--- src/rtl/conv_window_gen.sv ---
// conv_window_gen
// Turns a raster-order pixel stream into every valid KxK window of the frame.
// K-1 line buffers hold the previous rows of each column, so every pixel is
// fetched once. A KxK shift window takes one new column per accepted pixel.
// A window is presented whenever the newest pixel is at row>=K-1 and col>=K-1.
module conv_window_gen #(
    parameter int DATA_WIDTH = 16,
    parameter int IMG_W      = 32,
    parameter int IMG_H      = 32,
    parameter int K          = 5
) (
    input  logic                         clk,
    input  logic                         reset,
    input  logic                         start,
    input  logic                         in_valid,
    output logic                         in_ready,
    input  logic [DATA_WIDTH-1:0]        in_data,
    output logic                         win_valid,
    input  logic                         win_ready,
    output logic [K*K*DATA_WIDTH-1:0]    win_data,
    output logic [$clog2(IMG_H)-1:0]     win_row,
    output logic [$clog2(IMG_W)-1:0]     win_col,
    output logic                         busy,
    output logic                         done
);

    localparam int ROW_W    = $clog2(IMG_H);
    localparam int COL_W    = $clog2(IMG_W);
    localparam int NUM_PIX  = IMG_W * IMG_H;
    localparam int PIX_W    = $clog2(NUM_PIX + 1);
    localparam int NUM_WIN  = (IMG_H - K + 1) * (IMG_W - K + 1);
    localparam int WCNT_RAW = $clog2(NUM_WIN);
    localparam int WCNT_W   = (WCNT_RAW > 10) ? WCNT_RAW : 10;

    typedef enum logic [1:0] {
        IDLE = 2'd0,
        RUN  = 2'd1,
        DONE = 2'd2
    } state_t;

    state_t state;
    state_t state_next;

    logic [ROW_W-1:0]  row_cnt;
    logic [COL_W-1:0]  col_cnt;
    logic [PIX_W-1:0]  pix_cnt;
    logic [WCNT_W-1:0] win_cnt;

    logic in_hs;
    logic out_hs;
    logic completes;
    logic last_win;

    // Previous K-1 rows per column: index 0 is the oldest row.
    logic [DATA_WIDTH-1:0] linebuf [K-1][IMG_W];
    // Column assembled from the line buffers plus the incoming pixel.
    logic [DATA_WIDTH-1:0] col_p0 [K];
    // Window registers: [row][col], row 0 oldest, col 0 leftmost.
    logic [DATA_WIDTH-1:0] win_p1 [K][K];

    // Pixels are only taken while a frame runs, pixels remain, and the
    // window slot is empty or being emptied this cycle.
    assign in_ready  = (state == RUN) && (pix_cnt < PIX_W'(NUM_PIX)) &&
                       (!win_valid || win_ready);
    assign in_hs     = in_valid && in_ready;
    assign out_hs    = win_valid && win_ready;
    assign completes = (row_cnt >= ROW_W'(K - 1)) && (col_cnt >= COL_W'(K - 1));
    assign last_win  = (win_cnt == WCNT_W'(NUM_WIN - 1));

    // State register.
    always_ff @(posedge clk) begin
        if (reset) begin
            state <= IDLE;
        end else begin
            state <= state_next;
        end
    end

    // Next-state logic and status outputs.
    always_comb begin
        state_next = state;
        busy       = 1'b0;
        done       = 1'b0;
        case (state)
            IDLE: begin
                if (start) begin
                    state_next = RUN;
                end
            end
            RUN: begin
                busy = 1'b1;
                if (out_hs && last_win) begin
                    state_next = DONE;
                end
            end
            DONE: begin
                busy       = 1'b1;
                done       = 1'b1;
                state_next = IDLE;
            end
            default: begin
                state_next = IDLE;
            end
        endcase
    end

    // Raster position of the next pixel, pixels taken and windows delivered.
    always_ff @(posedge clk) begin
        if (reset) begin
            row_cnt <= '0;
            col_cnt <= '0;
            pix_cnt <= '0;
            win_cnt <= '0;
        end else if (state == IDLE && start) begin
            row_cnt <= '0;
            col_cnt <= '0;
            pix_cnt <= '0;
            win_cnt <= '0;
        end else begin
            if (in_hs) begin
                pix_cnt <= pix_cnt + PIX_W'(1);
                if (col_cnt == COL_W'(IMG_W - 1)) begin
                    col_cnt <= '0;
                    if (row_cnt == ROW_W'(IMG_H - 1)) begin
                        row_cnt <= '0;
                    end else begin
                        row_cnt <= row_cnt + ROW_W'(1);
                    end
                end else begin
                    col_cnt <= col_cnt + COL_W'(1);
                end
            end
            if (out_hs) begin
                win_cnt <= win_cnt + WCNT_W'(1);
            end
        end
    end

    // Stage 0: new column = buffered rows of this column on top, pixel at bottom.
    always_comb begin
        for (int i = 0; i < K - 1; i++) begin
            col_p0[i] = linebuf[i][col_cnt];
        end
        col_p0[K-1] = in_data;
    end

    // Line buffers age one row per accepted pixel in that column; never reset.
    always_ff @(posedge clk) begin
        if (in_hs) begin
            for (int i = 0; i < K - 2; i++) begin
                linebuf[i][col_cnt] <= linebuf[i+1][col_cnt];
            end
            linebuf[K-2][col_cnt] <= in_data;
        end
    end

    // Stage 1: window shifts left one column and takes the new column on the right.
    always_ff @(posedge clk) begin
        if (reset) begin
            for (int r = 0; r < K; r++) begin
                for (int c = 0; c < K; c++) begin
                    win_p1[r][c] <= '0;
                end
            end
        end else if (in_hs) begin
            for (int r = 0; r < K; r++) begin
                for (int c = 0; c < K - 1; c++) begin
                    win_p1[r][c] <= win_p1[r][c+1];
                end
                win_p1[r][K-1] <= col_p0[r];
            end
        end
    end

    // Window valid flag and top-left coordinates; held while the consumer stalls.
    always_ff @(posedge clk) begin
        if (reset) begin
            win_valid <= 1'b0;
            win_row   <= '0;
            win_col   <= '0;
        end else if (in_hs && completes) begin
            win_valid <= 1'b1;
            win_row   <= row_cnt - ROW_W'(K - 1);
            win_col   <= col_cnt - COL_W'(K - 1);
        end else if (out_hs) begin
            win_valid <= 1'b0;
        end
    end

    // Flatten window registers: element (r,c) at slot r*K+c.
    always_comb begin
        win_data = '0;
        for (int r = 0; r < K; r++) begin
            for (int c = 0; c < K; c++) begin
                win_data[(r*K + c)*DATA_WIDTH +: DATA_WIDTH] = win_p1[r][c];
            end
        end
    end

endmodule

--- config.mk ---
export PLATFORM = sky130hd
export DESIGN_NAME = conv_window_gen
export DESIGN_NICKNAME = d
export VERILOG_FILES = /design/src/rtl/conv_window_gen.sv
export SDC_FILE = /design/constraint.sdc
export NUM_CORES = 2
export LEC_CHECK = 0
export CAP_MARGIN = 40
export CELL_PAD_IN_SITES_DETAIL_PLACEMENT = 1
export CELL_PAD_IN_SITES_GLOBAL_PLACEMENT = 2
export CORE_MARGIN = 10
export CORE_UTILIZATION = 42
export CTS_CLUSTER_DIAMETER = 80
export DETAILED_ROUTE_END_ITERATION = 16
export HOLD_SLACK_MARGIN = 0.02
export PLACE_DENSITY = 0.86
export SKIP_CTS_REPAIR_TIMING = 1
export SLEW_MARGIN = 0
export SYNTH_ARGS = -nofsm -noshare
export SYNTH_HDL_FRONTEND = slang
export SYNTH_SLANG_ARGS = --single-unit
--- constraint.sdc ---
create_clock -name clk -period 14.5 [get_ports clk]
set_input_delay 4.35 -clock clk [delete_from_list [all_inputs] [get_ports clk]]
set_output_delay 4.35 -clock clk [all_outputs]
set_load 0.005 [all_outputs]
* After elaboration in Yosys (flattened, before gate mapping)
Memories as Yosys holds them, arrays and structs flattened. Index checks and enable logic that the tools add are counted. W data, S select, Z words.
Storage, ports and cells: register bits after elaboration 44, bits in latches 0, RAM bits 2448, memory bits (read-only) 0, output and inout port bits 414, logic and storage cells 125, memories kept 2
Memories:
- linebuf | words 4, width 512, read ports 4, clocked after memory_dff 0, wr ports 4, RTL line 55 | logic [DATA_WIDTH-1:0] linebuf [K-1][IMG_W];
- win_p1 | words 5, width 80, read ports 5, clocked after memory_dff 0, wr ports 5, RTL line 59 | logic [DATA_WIDTH-1:0] win_p1 [K][K];
Cells by class: $add $sub $neg 6, multiply operators 0, divide/modulo/power cells 0, magnitude comparators 5, eq/ne operators 7, shifts and indexed selects 0, mux-type cells 54, bitwise operators 26, reduce and logical (&&, ||, !) cells 17
Operators by type and width (number):
- $mux W16 | 34
- $mux W512 | 1
- $bmux W16 S5 | 4
- $demux W16 S5 | 1
- $or A1 B1 Y1 | 25
- $add A11 B1 Y11 const B | 1
- $lt A11 B11 Y1 const B | 1
- $add A10 B1 Y10 const B | 1
- $add A5 B1 Y5 const B | 2
- $eq A10 B10 Y1 const B | 1
- $eq A5 B5 Y1 const B | 2
- $ge A5 B3 Y1 const B | 2
- $mux W5 | 2
- $sub A5 B3 Y5 const B | 2
- $logic_and A1 B1 Y1 | 9
- $mux W1 | 9
- $ge A6 B6 Y1 const B | 1
- $lt A6 B1 Y1 const B | 1
- $not A5 Y6 | 1
- $mux W2 | 2
- $pmux W2 S2 | 1
- $reduce_and A2 Y1 | 2
- $reduce_or A2 Y1 | 2
- $eq A2 B1 Y1 const B | 1
- 7 further kinds | 7

* Depth between registers and ports, before layout
depth in word-level cells 8, depth in mapped cells 11

* Worst setup path after synthesis
Ideal clock, no wire load.
path kind input to register, start input port reset, end memory win_p1[0][0] (netlist bit) (enable), arrival time 14.170 ns, slack -0.507 ns, stages 2, cells stage by stage clkbuf_1 -> nand2b_1
RTL lines:
- from (decl) | RTL line 13 | input logic reset,
- to (decl) | RTL line 59

* Final worst setup path
start input port win_ready, end output port in_ready
Between the ends: word-level cells in the longest chain between the ends 2
RTL lines:
- from (decl) | RTL line 19 | input logic win_ready,
- $logic_or A1 B1 Y1 | RTL line 64 | (!win_valid || win_ready);
- $logic_and A1 B1 Y1 | RTL line 63 | assign in_ready = (state == RUN) && (pix_cnt < PIX_W'(NUM_PIX)) &&
- to (decl) | RTL line 16 | output logic in_ready,
No other way between the ends.

==> implementation parameters <==
Parameter                              Value

Clock tree
  TritonCTS sink count ... 2492
  Clock tree from TritonCTS ... yes
  H-Tree Level Count ... 5
  Root Buffer Master ... sky130_fd_sc_hd__clkbuf_16
  Clock-pin slew on the worst setup and hold paths ... 0.06 ns
  Num CTS Buffers ... between 200 and 300
  Bufs on Longest Clock Path ... 4
  Worst skew pair latency ... 0.94 ns

Floorplan
  Die W ... 494 um
  Number of core rows ... about 170
  Starting density of the core ... 42.3%
  Area inside the core boundary ... approximately 220000 sq um
  Area of the die ... 244000 sq um
  Die height ... slightly below 500 um
  Number of primary I/O pins ... 435

Global routing
  Largest net degree at the start of global routing ... 254
  Wire length of the first global-routing pass ... around 410000 um
  Remaining global-route overflow ... 0
  Initial antenna violation count ... 13
  GRT Overall Usage ... 23.0%
  Via count of the first global-routing pass ... 56.2k

Critical path
  List of cells traversed by the critical path ... clkdlybuf4s50_1 -> nor2b_1 -> nor2_1 -> clkdlybuf4s50_1
  Capturing element type of the critical path ... output port
  Crit start category ... input port
  Path type of the worst setup path ... input port to output port
  Worst stage delay on the critical path ... 0.59 ns
  Worst Path Arrival ... 5.71 ns
  Data required time of the worst path ... around 10 ns
  Largest fanout of any net on the critical path ... 7
  Library cell contributing the largest single delay on the critical path ... sky130_fd_sc_hd__clkdlybuf4s50_1
  Cell repeated most along the worst path ... sky130_fd_sc_hd__clkdlybuf4s50_1

Timing
  Fmax ... 0.0994 GHz
  Final Skew ... 0.0711 ns
  Transition time at the pin with the least slew margin ... ~1.2 ns
  Unrepaired setup endpoints after global routing ... no
  Post-route clock period utilization ... 69.4%
  Number of failing hold endpoints at the final stage ... 0
  Final total negative setup slack ... 0 ns
  Slew Limit Headroom ... 20.3%
  Number of max-slew violations in the final report ... 0
  Count of final setup violators ... 0
  Fin crit period ... 10.06 ns

Yosys
  Count of unique library cells instantiated by Yosys ... 45
  Count of flip-flops with a built-in enable after synthesis ... 2448
  Seq/Total Area, Yosys ... 78.8%
  Post-synth net total ... around 5.2k
  Synthesis Warnings ... 0
  Share of flip-flops with an asynchronous set or reset after synthesis ... 0%
  Most area-consuming cells after synthesis ... sky130_fd_sc_hd__edfxtp_1, sky130_fd_sc_hd__mux2i_1, sky130_fd_sc_hd__o22ai_1
  Synthesized area per cell ... roughly 18 sq um
  Post-synthesis cell area ... roughly 94000 sq um
  Synth Register Bits ... 2492
  Most used flip-flop cell after synthesis ... sky130_fd_sc_hd__edfxtp_1
  Yosys top cell area share ... 77.9%
  Count of mapped cells out of synthesis ... 5185
  Largest area contributor in the netlist ... sky130_fd_sc_hd__edfxtp_1

Power and ir drop
  Portion of total power attributed to the clock network ... 39.9%
  Switching portion of total power ... 23.1%
  Flop pwr share ... 51.5%
  Power per cell area ... 148 nW/um^2
  Share of power burned in combinational logic ... 8.6%
  VDD IR max ... 112 uV
  LEAKAGE ... roughly 35 nW
  Total power consumption of the routed design ... 0.0167 W
  Switching power ... 0.00386 W
  Cell-internal power ... 0.0129 W

Layout
  Core occupancy in the finished layout ... about half
  Nets ... 5867
  Area growth syn-to-layout ... 19.4%
  Count of filler cells inserted in the layout ... 20.6k
  Final Instance Count excl. Fillers ... 9001
  Share of layout cells above drive strength 1 ... roughly a tenth

Min path
  Class of the tightest hold or removal check ... register to register

Run
  Number of max-cap violations ... 0

Place
  Input/output buffers ... about 430
  Estimated wirelength of the detail-placed design ... about 170000 um
  Placed Cells ... roughly 8.5k
  Last weighted congestion value of the routability-driven placer ... 0.788

Drt
  Wire length per cell ... about 32 um
  Number of search-and-repair iterations in the first detailed-routing pass ... 6
  Routed vias ... 53.5k
  First-iteration detailed-routing DRC count ... between 6k and 7k
  Average via count per standard cell ... 5.95
  DRC violations left ... 0
  Detailed Route WL ... 292000 um
  Post-DRT Antenna Nets ... 0

Run status
  Result of the run ... finished clean
[cells by family after synthesis]
family	synth area share, %
flip-flops	78.8
AO/OA/AOI/OAI	4.14
XOR/XNOR	0.111
multiplexers	10.9
AND/OR/NAND/NOR	4.24
adder cells (fa/ha/maj)	0.278
buffers and inverters	1.50
[worst max-delay path, delay by kind of cell]
kind | cells | cell delay, ns
simple gates | 2 | 0.25
buf+inv | 2 | 1.11
[Yosys cell counts, types with 9 or more instances]
master	instances
sky130_fd_sc_hd__buf_2	173
sky130_fd_sc_hd__nor4_1	112
sky130_fd_sc_hd__o21ai_0	15
sky130_fd_sc_hd__clkbuf_1	88
sky130_fd_sc_hd__clkbuf_2	10
sky130_fd_sc_hd__a21oi_1	78
sky130_fd_sc_hd__inv_1	10
sky130_fd_sc_hd__and2_1	339
sky130_fd_sc_hd__nand3_1	19
sky130_fd_sc_hd__edfxtp_1	2448
sky130_fd_sc_hd__mux2i_1	1026
sky130_fd_sc_hd__nand2_1	75
sky130_fd_sc_hd__nand4_1	9
sky130_fd_sc_hd__buf_1	12
sky130_fd_sc_hd__dfxtp_1	44
sky130_fd_sc_hd__o22ai_1	512
sky130_fd_sc_hd__or3_1	12
sky130_fd_sc_hd__nor2_1	75
sky130_fd_sc_hd__a31oi_1	21
sky130_fd_sc_hd__ha_1	21
[per-stage QoR]
stage               hold WS, ns  area [sq um]  setup WS, ns
floorplan                 0.439         94400          4.11
global placement          0.456        103000          4.31
detailed placement        0.468        104000          4.42
CTS                       0.479        113000          4.42
global route              0.523        113000          4.39
finish                    0.476        113000          4.44
[final timing paths]
kind / cells after the start / slack [ns] / startpoint / to
min: 1 / 0.48 / win_row[2]$_SDFFE_PP0P_ / win_row[2]$_SDFFE_PP0P_
min reg2reg: 1 / 0.48 / win_row[2]$_SDFFE_PP0P_ / win_row[2]$_SDFFE_PP0P_
max: 4 / 4.44 / win_ready / in_ready
max reg2reg: 8 / 9.26 / col_cnt[1]$_SDFFE_PP0P_ / linebuf[1][228]$_DFFE_PP_
[state kept, by name, summed over array words and instances (netlist names)]
register   cells
win_row        5
state          2
col_cnt        5
win_col        5
linebuf     2048
win_valid      1
win_p1       400
win_cnt       10
row_cnt        5
pix_cnt       11
[placed cells by master, fill, tap and decap left out, types with 6 or more instances in the layout]
master | synthesis | routed
sky130_fd_sc_hd__o22ai_1 | 512 | 512
sky130_fd_sc_hd__clkinvlp_4 | 0 | 8
sky130_fd_sc_hd__buf_8 | 0 | 20
sky130_fd_sc_hd__mux2i_1 | 1026 | 1026
sky130_fd_sc_hd__clkbuf_16 | 0 | 284
sky130_fd_sc_hd__diode_2 | 0 | 11
sky130_fd_sc_hd__nand4_1 | 9 | 9
sky130_fd_sc_hd__xor2_1 | 7 | 7
sky130_fd_sc_hd__buf_4 | 8 | 135
sky130_fd_sc_hd__and2_1 | 339 | 339
sky130_fd_sc_hd__clkdlybuf4s50_1 | 0 | 433
sky130_fd_sc_hd__nand3_1 | 19 | 19
sky130_fd_sc_hd__dfxtp_1 | 44 | 43
sky130_fd_sc_hd__clkbuf_1 | 88 | 52
sky130_fd_sc_hd__a31oi_1 | 21 | 21
sky130_fd_sc_hd__nor2_4 | 0 | 27
sky130_fd_sc_hd__edfxtp_1 | 2448 | 2448
sky130_fd_sc_hd__nand2_1 | 75 | 75
sky130_fd_sc_hd__nor4_1 | 112 | 108
sky130_fd_sc_hd__o21ai_0 | 15 | 15
sky130_fd_sc_hd__inv_6 | 0 | 8
sky130_fd_sc_hd__clkinv_2 | 0 | 39
sky130_fd_sc_hd__nand4bb_4 | 0 | 6
sky130_fd_sc_hd__nor2_1 | 75 | 49
sky130_fd_sc_hd__clkinv_1 | 0 | 55
sky130_fd_sc_hd__bufinv_16 | 0 | 17
sky130_fd_sc_hd__inv_1 | 10 | 10
sky130_fd_sc_hd__buf_16 | 0 | 38
sky130_fd_sc_hd__ha_1 | 21 | 21
sky130_fd_sc_hd__nand2b_1 | 8 | 6
sky130_fd_sc_hd__a21oi_1 | 78 | 78
sky130_fd_sc_hd__buf_12 | 0 | 19
sky130_fd_sc_hd__or3_1 | 12 | 12
[power by group through the flow]
stage,clock network [W],logic [W],registers (W)
floorplan,0,0.000457,0.00875
detailed placement,0,0.00141,0.00877
finish,0.00668,0.00144,0.00861
global route,0.00706,0.00152,0.00863
global placement,0,0.00123,0.00877
CTS,0.00675,0.00142,0.00862
[layout make-up]
cell class | count | area [sq um] | area share [%]
diodes | 11 | 27.5 | 0.0244
clock buffers | 336 | 7300 | 6.48
clock inverters | 132 | 1100 | 0.979
inverters | 11 | 41.3 | 0.0366
multi-input cells | 2389 | 18900 | 16.8
flip-flops and latches | 2492 | 74400 | 66.0
well taps | 2975 | 3720 | 3.30
repair buffers | 655 | 7150 | 6.34
[routing by layer]
metal,vias to the layer above,global-route usage [%],wire length [um]
li1,21955,-,-
met1,27798,28.5,107000
met2,3102,39.1,145000
met3,672,4.77,27000
met4,6,9.57,12700
met5,-,0,34
(Power assumes the default switching activity.)
